==> src/rtl/alu_pkg.sv <==
// Shared ALU definitions for the RV32I execute path: op codes, issue FSM
// states and the datapath width.
package alu_pkg;

  localparam int XLEN = 32;

  typedef enum logic [3:0] {
    ALU_ADD  = 4'b0000,
    ALU_SUB  = 4'b0001,
    ALU_AND  = 4'b0010,
    ALU_OR   = 4'b0011,
    ALU_SLL  = 4'b0100,
    ALU_SLT  = 4'b0101,
    ALU_SRA  = 4'b0111,
    ALU_SLTU = 4'b1000,
    ALU_XOR  = 4'b1010,
    ALU_SRL  = 4'b1011,
    ALU_LUI  = 4'b1100
  } alu_op_e;

  typedef enum logic {
    ST_RUN    = 1'b0,
    ST_BUBBLE = 1'b1
  } issue_state_e;

endpackage

==> src/rtl/fwd_mux.sv <==
// Operand forwarding mux: x0 reads as zero, the younger MEM result beats the
// older WB result, otherwise the value captured at issue is used.
module fwd_mux
  import alu_pkg::*;
(
  input  logic [4:0]      rs_addr,
  input  logic [XLEN-1:0] rs_data,
  input  logic [4:0]      mem_rd_addr,
  input  logic            mem_rd_wren,
  input  logic [XLEN-1:0] mem_data,
  input  logic [4:0]      wb_rd_addr,
  input  logic            wb_rd_wren,
  input  logic [XLEN-1:0] wb_data,
  output logic [XLEN-1:0] fwd_data
);

  // Select the most recent producer of rs_addr.
  always_comb begin
    fwd_data = rs_data;
    if (rs_addr == 5'd0) begin
      fwd_data = {XLEN{1'b0}};
    end else if (mem_rd_wren && (mem_rd_addr == rs_addr)) begin
      fwd_data = mem_data;
    end else if (wb_rd_wren && (wb_rd_addr == rs_addr)) begin
      fwd_data = wb_data;
    end else begin
      fwd_data = rs_data;
    end
  end

endmodule

==> src/rtl/alu_issue_stage.sv <==
// ID/EX issue stage: registers one decoded instruction per cycle, forwards
// operands from MEM/WB, inserts one bubble on load-use, holds on stall and
// kills on flush. Drives the ALU operand/select/op and br_less inputs.
module alu_issue_stage
  import alu_pkg::*;
(
  input  logic            i_clk,
  input  logic            i_rst,
  input  logic            i_id_valid,
  output logic            o_id_ready,
  input  logic [XLEN-1:0] i_id_pc,
  input  logic [XLEN-1:0] i_id_imm,
  input  logic [XLEN-1:0] i_id_rs1_data,
  input  logic [XLEN-1:0] i_id_rs2_data,
  input  logic [4:0]      i_id_rs1_addr,
  input  logic [4:0]      i_id_rs2_addr,
  input  logic [4:0]      i_id_rd_addr,
  input  logic            i_id_op_a_sel,
  input  logic            i_id_op_b_sel,
  input  logic [3:0]      i_id_alu_op,
  input  logic            i_id_br_unsigned,
  input  logic            i_id_rd_wren,
  input  logic            i_id_is_load,
  input  logic            i_flush,
  input  logic            i_ex_stall,
  input  logic [4:0]      i_mem_rd_addr,
  input  logic            i_mem_rd_wren,
  input  logic [XLEN-1:0] i_mem_data,
  input  logic [4:0]      i_wb_rd_addr,
  input  logic            i_wb_rd_wren,
  input  logic [XLEN-1:0] i_wb_data,
  output logic [XLEN-1:0] o_operand_a,
  output logic [XLEN-1:0] o_operand_b,
  output logic [XLEN-1:0] o_pc,
  output logic [XLEN-1:0] o_imm,
  output logic            o_op_a_sel,
  output logic            o_op_b_sel,
  output logic [3:0]      o_alu_op,
  output logic            o_br_less,
  output logic            o_ex_valid,
  output logic [4:0]      o_ex_rd_addr,
  output logic            o_ex_rd_wren,
  output logic            o_ex_is_load
);

  issue_state_e    state_q, state_d;
  logic            ex_valid_q, ex_valid_d;
  logic [XLEN-1:0] pc_q, pc_d, imm_q, imm_d;
  logic [XLEN-1:0] rs1_data_q, rs1_data_d, rs2_data_q, rs2_data_d;
  logic [4:0]      rs1_addr_q, rs1_addr_d, rs2_addr_q, rs2_addr_d;
  logic [4:0]      rd_addr_q, rd_addr_d;
  logic            op_a_sel_q, op_a_sel_d, op_b_sel_q, op_b_sel_d;
  logic [3:0]      alu_op_q, alu_op_d;
  logic            br_unsigned_q, br_unsigned_d;
  logic            rd_wren_q, rd_wren_d, is_load_q, is_load_d;

  logic [XLEN-1:0] fwd_a_s, fwd_b_s, cmp_a_s, cmp_b_s;
  logic [XLEN:0]   cmp_diff_s;
  logic            load_use_s;

  fwd_mux u_fwd_a (
    .rs_addr     (rs1_addr_q),
    .rs_data     (rs1_data_q),
    .mem_rd_addr (i_mem_rd_addr),
    .mem_rd_wren (i_mem_rd_wren),
    .mem_data    (i_mem_data),
    .wb_rd_addr  (i_wb_rd_addr),
    .wb_rd_wren  (i_wb_rd_wren),
    .wb_data     (i_wb_data),
    .fwd_data    (fwd_a_s)
  );

  fwd_mux u_fwd_b (
    .rs_addr     (rs2_addr_q),
    .rs_data     (rs2_data_q),
    .mem_rd_addr (i_mem_rd_addr),
    .mem_rd_wren (i_mem_rd_wren),
    .mem_data    (i_mem_data),
    .wb_rd_addr  (i_wb_rd_addr),
    .wb_rd_wren  (i_wb_rd_wren),
    .wb_data     (i_wb_data),
    .fwd_data    (fwd_b_s)
  );

  // A live load in EX whose rd is read by the instruction waiting in ID.
  assign load_use_s = ex_valid_q && is_load_q && rd_wren_q && (rd_addr_q != 5'd0) &&
                      i_id_valid &&
                      ((rd_addr_q == i_id_rs1_addr) || (rd_addr_q == i_id_rs2_addr));

  assign o_id_ready = !i_rst && !i_ex_stall && !load_use_s;

  // Next EX contents and FSM state: flush > stall > load-use > normal issue.
  always_comb begin
    state_d       = state_q;
    ex_valid_d    = ex_valid_q;
    pc_d          = pc_q;
    imm_d         = imm_q;
    rs1_data_d    = rs1_data_q;
    rs2_data_d    = rs2_data_q;
    rs1_addr_d    = rs1_addr_q;
    rs2_addr_d    = rs2_addr_q;
    rd_addr_d     = rd_addr_q;
    op_a_sel_d    = op_a_sel_q;
    op_b_sel_d    = op_b_sel_q;
    alu_op_d      = alu_op_q;
    br_unsigned_d = br_unsigned_q;
    rd_wren_d     = rd_wren_q;
    is_load_d     = is_load_q;
    if (i_flush) begin
      state_d    = ST_RUN;
      ex_valid_d = 1'b0;
      rd_wren_d  = 1'b0;
      is_load_d  = 1'b0;
    end else if (i_ex_stall) begin
      // Keep absorbing results that retire while we wait.
      rs1_data_d = fwd_a_s;
      rs2_data_d = fwd_b_s;
    end else if (load_use_s) begin
      state_d    = ST_BUBBLE;
      ex_valid_d = 1'b0;
      rd_wren_d  = 1'b0;
      is_load_d  = 1'b0;
    end else begin
      // BUBBLE always returns to RUN; ID is accepted the same way in both.
      state_d = ST_RUN;
      if (i_id_valid) begin
        ex_valid_d    = 1'b1;
        pc_d          = i_id_pc;
        imm_d         = i_id_imm;
        rs1_data_d    = i_id_rs1_data;
        rs2_data_d    = i_id_rs2_data;
        rs1_addr_d    = i_id_rs1_addr;
        rs2_addr_d    = i_id_rs2_addr;
        rd_addr_d     = i_id_rd_addr;
        op_a_sel_d    = i_id_op_a_sel;
        op_b_sel_d    = i_id_op_b_sel;
        alu_op_d      = i_id_alu_op;
        br_unsigned_d = i_id_br_unsigned;
        rd_wren_d     = i_id_rd_wren;
        is_load_d     = i_id_is_load;
      end else begin
        ex_valid_d = 1'b0;
        rd_wren_d  = 1'b0;
        is_load_d  = 1'b0;
      end
    end
  end

  // EX pipeline register and FSM state, cleared immediately by reset.
  always_ff @(posedge i_clk or posedge i_rst) begin
    if (i_rst) begin
      state_q       <= ST_RUN;
      ex_valid_q    <= 1'b0;
      pc_q          <= {XLEN{1'b0}};
      imm_q         <= {XLEN{1'b0}};
      rs1_data_q    <= {XLEN{1'b0}};
      rs2_data_q    <= {XLEN{1'b0}};
      rs1_addr_q    <= 5'd0;
      rs2_addr_q    <= 5'd0;
      rd_addr_q     <= 5'd0;
      op_a_sel_q    <= 1'b0;
      op_b_sel_q    <= 1'b0;
      alu_op_q      <= ALU_ADD;
      br_unsigned_q <= 1'b0;
      rd_wren_q     <= 1'b0;
      is_load_q     <= 1'b0;
    end else begin
      state_q       <= state_d;
      ex_valid_q    <= ex_valid_d;
      pc_q          <= pc_d;
      imm_q         <= imm_d;
      rs1_data_q    <= rs1_data_d;
      rs2_data_q    <= rs2_data_d;
      rs1_addr_q    <= rs1_addr_d;
      rs2_addr_q    <= rs2_addr_d;
      rd_addr_q     <= rd_addr_d;
      op_a_sel_q    <= op_a_sel_d;
      op_b_sel_q    <= op_b_sel_d;
      alu_op_q      <= alu_op_d;
      br_unsigned_q <= br_unsigned_d;
      rd_wren_q     <= rd_wren_d;
      is_load_q     <= is_load_d;
    end
  end

  // Less-than on the selected ALU inputs: extend by sign (or zero) to 33
  // bits and take the borrow/sign of the difference.
  always_comb begin
    cmp_a_s = op_a_sel_q ? pc_q : fwd_a_s;
    cmp_b_s = op_b_sel_q ? imm_q : fwd_b_s;
    if (br_unsigned_q) begin
      cmp_diff_s = {1'b0, cmp_a_s} - {1'b0, cmp_b_s};
    end else begin
      cmp_diff_s = {cmp_a_s[XLEN-1], cmp_a_s} - {cmp_b_s[XLEN-1], cmp_b_s};
    end
  end

  assign o_br_less    = cmp_diff_s[XLEN];
  assign o_operand_a  = fwd_a_s;
  assign o_operand_b  = fwd_b_s;
  assign o_pc         = pc_q;
  assign o_imm        = imm_q;
  assign o_op_a_sel   = op_a_sel_q;
  assign o_op_b_sel   = op_b_sel_q;
  assign o_alu_op     = alu_op_q;
  assign o_ex_valid   = ex_valid_q;
  assign o_ex_rd_addr = rd_addr_q;
  assign o_ex_rd_wren = rd_wren_q;
  assign o_ex_is_load = is_load_q;

endmodule

==> config.mk <==
export PLATFORM = sky130hd
export DESIGN_NAME = alu_issue_stage
export DESIGN_NICKNAME = d
export VERILOG_FILES = /design/src/rtl/alu_pkg.sv /design/src/rtl/fwd_mux.sv /design/src/rtl/alu_issue_stage.sv
export SDC_FILE = /design/constraint.sdc
export NUM_CORES = 1
export LEC_CHECK = 0
export CAP_MARGIN = 20
export CELL_PAD_IN_SITES_DETAIL_PLACEMENT = 0
export CELL_PAD_IN_SITES_GLOBAL_PLACEMENT = 1
export CORE_ASPECT_RATIO = 0.6
export CORE_MARGIN = 2
export CORE_UTILIZATION = 52
export DETAILED_ROUTE_END_ITERATION = 10
export DONT_BUFFER_PORTS = 1
export PLACE_DENSITY_LB_ADDON = 0.1
export SKIP_CTS_REPAIR_TIMING = 1
export SYNTH_ARGS = -nofsm -noshare
export SYNTH_HDL_FRONTEND = slang
export SYNTH_SLANG_ARGS = --single-unit
export TNS_END_PERCENT = 30
==> constraint.sdc <==
create_clock -name i_clk -period 10.5 [get_ports i_clk]
set_clock_uncertainty 0.1 [all_clocks]
set_input_delay 2.1 -clock i_clk [delete_from_list [all_inputs] [get_ports i_clk]]
set_output_delay 2.1 -clock i_clk [all_outputs]
set_load 0.01 [all_outputs]
==> out/qor.yml <==
final_layout:
  nNetsFinal: 1190
  fillers: 1583
  layout_commonest_cell: "dfrtp_1"
  drive_above_1_share_pct: 16.1
  syn_to_final_growth_pct: 8.08
  mostFrequentLayoutCells: "dfrtp_1 (151), mux2i_1 (109), nand2_1 (92), mux2_2 (85), nor2_1 (71)"
cts:
  clock_latency_ns: 0.43
  cts.sinks: 153
  clockBufferDepth: 2
  clk_pin_slew_ns: 0.07
  cts_tree: "done"
  root_buffer: "clkbuf_16"
  cts_buffers: 17
  htreeDepth: 4
die:
  die_w_microns: 180
  core_area_sq_mm: 0.0182
  num_rows: 38
  num_io_pins: 377
  start_util_pct: 53.3
  die-height_microns: 110
  die_area_sq_mm: 0.0198
synth:
  synth-seq-cells: 153
  yosysTopAreaCellShare_pct: 39.6
  yosys_most_used_dff: "dfrtp_1"
  synthTopCellsByArea: "dfrtp_1 (40%), mux2i_1 (11%), mux2_2 (9.9%), ha_1 (4.0%), nand2_1 (3.6%)"
  ys_async_sr_fraction_pct: 100
  yosys.area.top_type: "dfrtp_1"
  synth-seq-area-share_pct: 39.6
  synth_edf_count: 0
  synthCells: 962
  ys_warn_count: 0
  syn_nets: 1226
  synth.cell_area_sq_mm: 0.00968
  yosysUniqueCellTypes: 45
  synth.avg_cell_area_sq_um: 10.1
global_routing:
  grt_pass1_vias: 7874
  grt_pass1_wl_microns: 47600
  antenna_found_initial: 3
  overflow: 0
  grt_max_degree: 99
  grt_use_total_pct: 31.7
drt:
  routed_wl_microns: 32100
  postRouteAntennaNets: 0
  dr.pass1.iters: 7
  drtIter0Drc: 645
  wire_per_inst_microns: 27.2
  vias: 7910
  routed_via_density: 6.70
  drc_errors: 0
sta:
  grt_setup_unrepaired: "no"
  worst_pin_slew_ns: 1.02
  fin_crit_ns: 8.97
  final.period_utilization_pct: 85.4
  fmax_ghz: 0.112
  setup_viol: 0
  finalMaxSlewViolations: 0
  slew_headroom_pct: 31.7
  tns_ns: 0
  finalHoldViolations: 0
hold_path:
  min-delay-start: "rs2_data_q[29]$_DFFE_PP0P_"
  hold_path_class: "flop to flop"
  hold_depth: 2
  hold_end: "rs2_data_q[29]$_DFFE_PP0P_"
worst_setup_path:
  cp_max_fo: 43
  regToRegStartpoint: "rs2_addr_q[4]$_DFFE_PP0P_"
  worstPathRequired_ns: 8.30
  arrival_ns: 6.77
  r2r_cells: 7
  critPathKind: "input port to primary output"
  reg2reg_to: "rs2_data_q[13]$_DFFE_PP0P_"
  crit_start: "i_mem_rd_addr[4]"
  endpoint_kind: "primary output"
  rrSetupSlack_ns: 6.94
  start_kind: "input port"
placement:
  place_hpwl_microns: 23000
  port_buffers: 0
  place.gp.congestion: 0.892
power_and_ir_drop:
  p_per_area_mw_per_mm2: 217
  vdd_ir_drop_max_mv: 0.118
  power.total_w: 0.00227
  p_leak_nw: 4.53
flow_run:
  cap_violations: 0
status:
  status: "complete, no violations"
==> stage by stage <==
| stage | setup WS, ns | cells | cell area [sq um] | utilization [%] | hold slack, ns |
|---|---|---|---|---|---|
| after floorplan | 3.09 | 962 | 9680 | - | 0.349 |
| after global placement | 1.71 | 1147 | 9830 | 54.1 | 0.364 |
| after detailed placement | 1.64 | 1147 | 9830 | 54.1 | 0.373 |
| after CTS | 1.62 | 1178 | 10500 | 57.6 | 0.385 |
| after global routing | 1.31 | 1178 | 10500 | 57.6 | 0.410 |
| final | 1.53 | 1180 | 10500 | 57.6 | 0.381 |
==> cell type report <==
| class | count | area (sq um) | area share (%) |
|---|---|---|---|
| clock buffers | 20 | 457 | 4.37 |
| flip-flops and latches | 153 | 3830 | 36.6 |
| multi-input cells | 707 | 5440 | 52.0 |
| clock inverters | 11 | 170 | 1.63 |
| diodes | 2 | 5.00 | 0.0478 |
| inverters | 30 | 118 | 1.12 |
| repair buffers | 17 | 140 | 1.34 |
| well taps | 240 | 300 | 2.87 |
==> how the worst max path moves through the flow <==
| stage | slack, ns | to |
|---|---|---|
| 5_1_grt | 1.31 | o_br_less |
| 4_1_cts | 1.62 | o_br_less |
| 6_report | 1.53 | o_br_less |
| 2_1_floorplan | 3.09 | o_br_less |
| 3_3_place_gp | 1.71 | o_br_less |
| 3_5_place_dp | 1.64 | o_br_less |
==> cell usage after synthesis (3+ instances only) <==
master	count
a21o_1	6
nor4_1	7
buf_2	18
nand3_1	7
mux2_1	7
buf_4	3
a211oi_1	34
dfrtp_1	153
o21ai_0	47
mux2_2	85
xor2_1	26
nor2_1	75
nand2_1	92
mux2i_1	109
nor3_1	7
inv_1	29
a221o_1	24
a211o_1	26
a22oi_1	26
clkbuf_1	44
nand4_1	6
a21oi_1	32
ha_1	31
or4_1	4
a211oi_2	6
o211ai_1	27
xnor2_1	4
buf_6	5
==> where the power goes <==
part           total [W]  leakage (nW)  internal [W]  switching (W)
clock network   0.000666         0.299      0.000409       0.000257
logic           0.000747          2.36      0.000312       0.000435
registers       0.000858          1.87      0.000708       0.000149
==> state kept, by name, summed over array words and instances (netlist names) <==
register,count
br_unsigned_q,1
o_ex_rd_wren,1
o_ex_valid,1
rs1_data_q,32
o_op_a_sel,1
o_alu_op,4
o_pc,32
o_imm,32
rs2_addr_q,5
rs1_addr_q,5
rs2_data_q,32
o_op_b_sel,1
o_ex_rd_addr,5
o_ex_is_load,1
==> layer usage <==
layer  up-vias  routed length [microns]  GRT usage, %
li1       3499                        -             -
met1      3921                    13000          40.2
met2       436                    15200          51.9
met3        52                     3260          10.4
met4         2                      664          10.7
met5         -                       13             0
==> kinds of logic (layout without fill, tap and decap cells) <==
kind of cell	after synthesis	count (layout)	synth area share, %
AND/OR/NAND/NOR	205	205	9.05
AO/OA/AOI/OAI	240	240	18.0
buffers and inverters	102	78	4.69
other	0	2	0
adder cells (fa/ha/maj)	31	31	4.01
XOR/XNOR	30	30	2.71
multiplexers	201	201	22.0
flip-flops	153	153	39.6
==> critical path, stage by stage <==
cell and delay (ns):
xor2_1 0.13, nor4_1 0.33, nand3_2 0.84, a211oi_1 1.06, mux2i_1 0.19, ha_1 0.35
and4_1 0.20, nand3_1 0.10, nor4_1 0.59, o21ai_0 0.19, o211ai_1 0.32, a311o_1 0.17
nand3_1 0.20
Power figures use the tool's default switching activity.
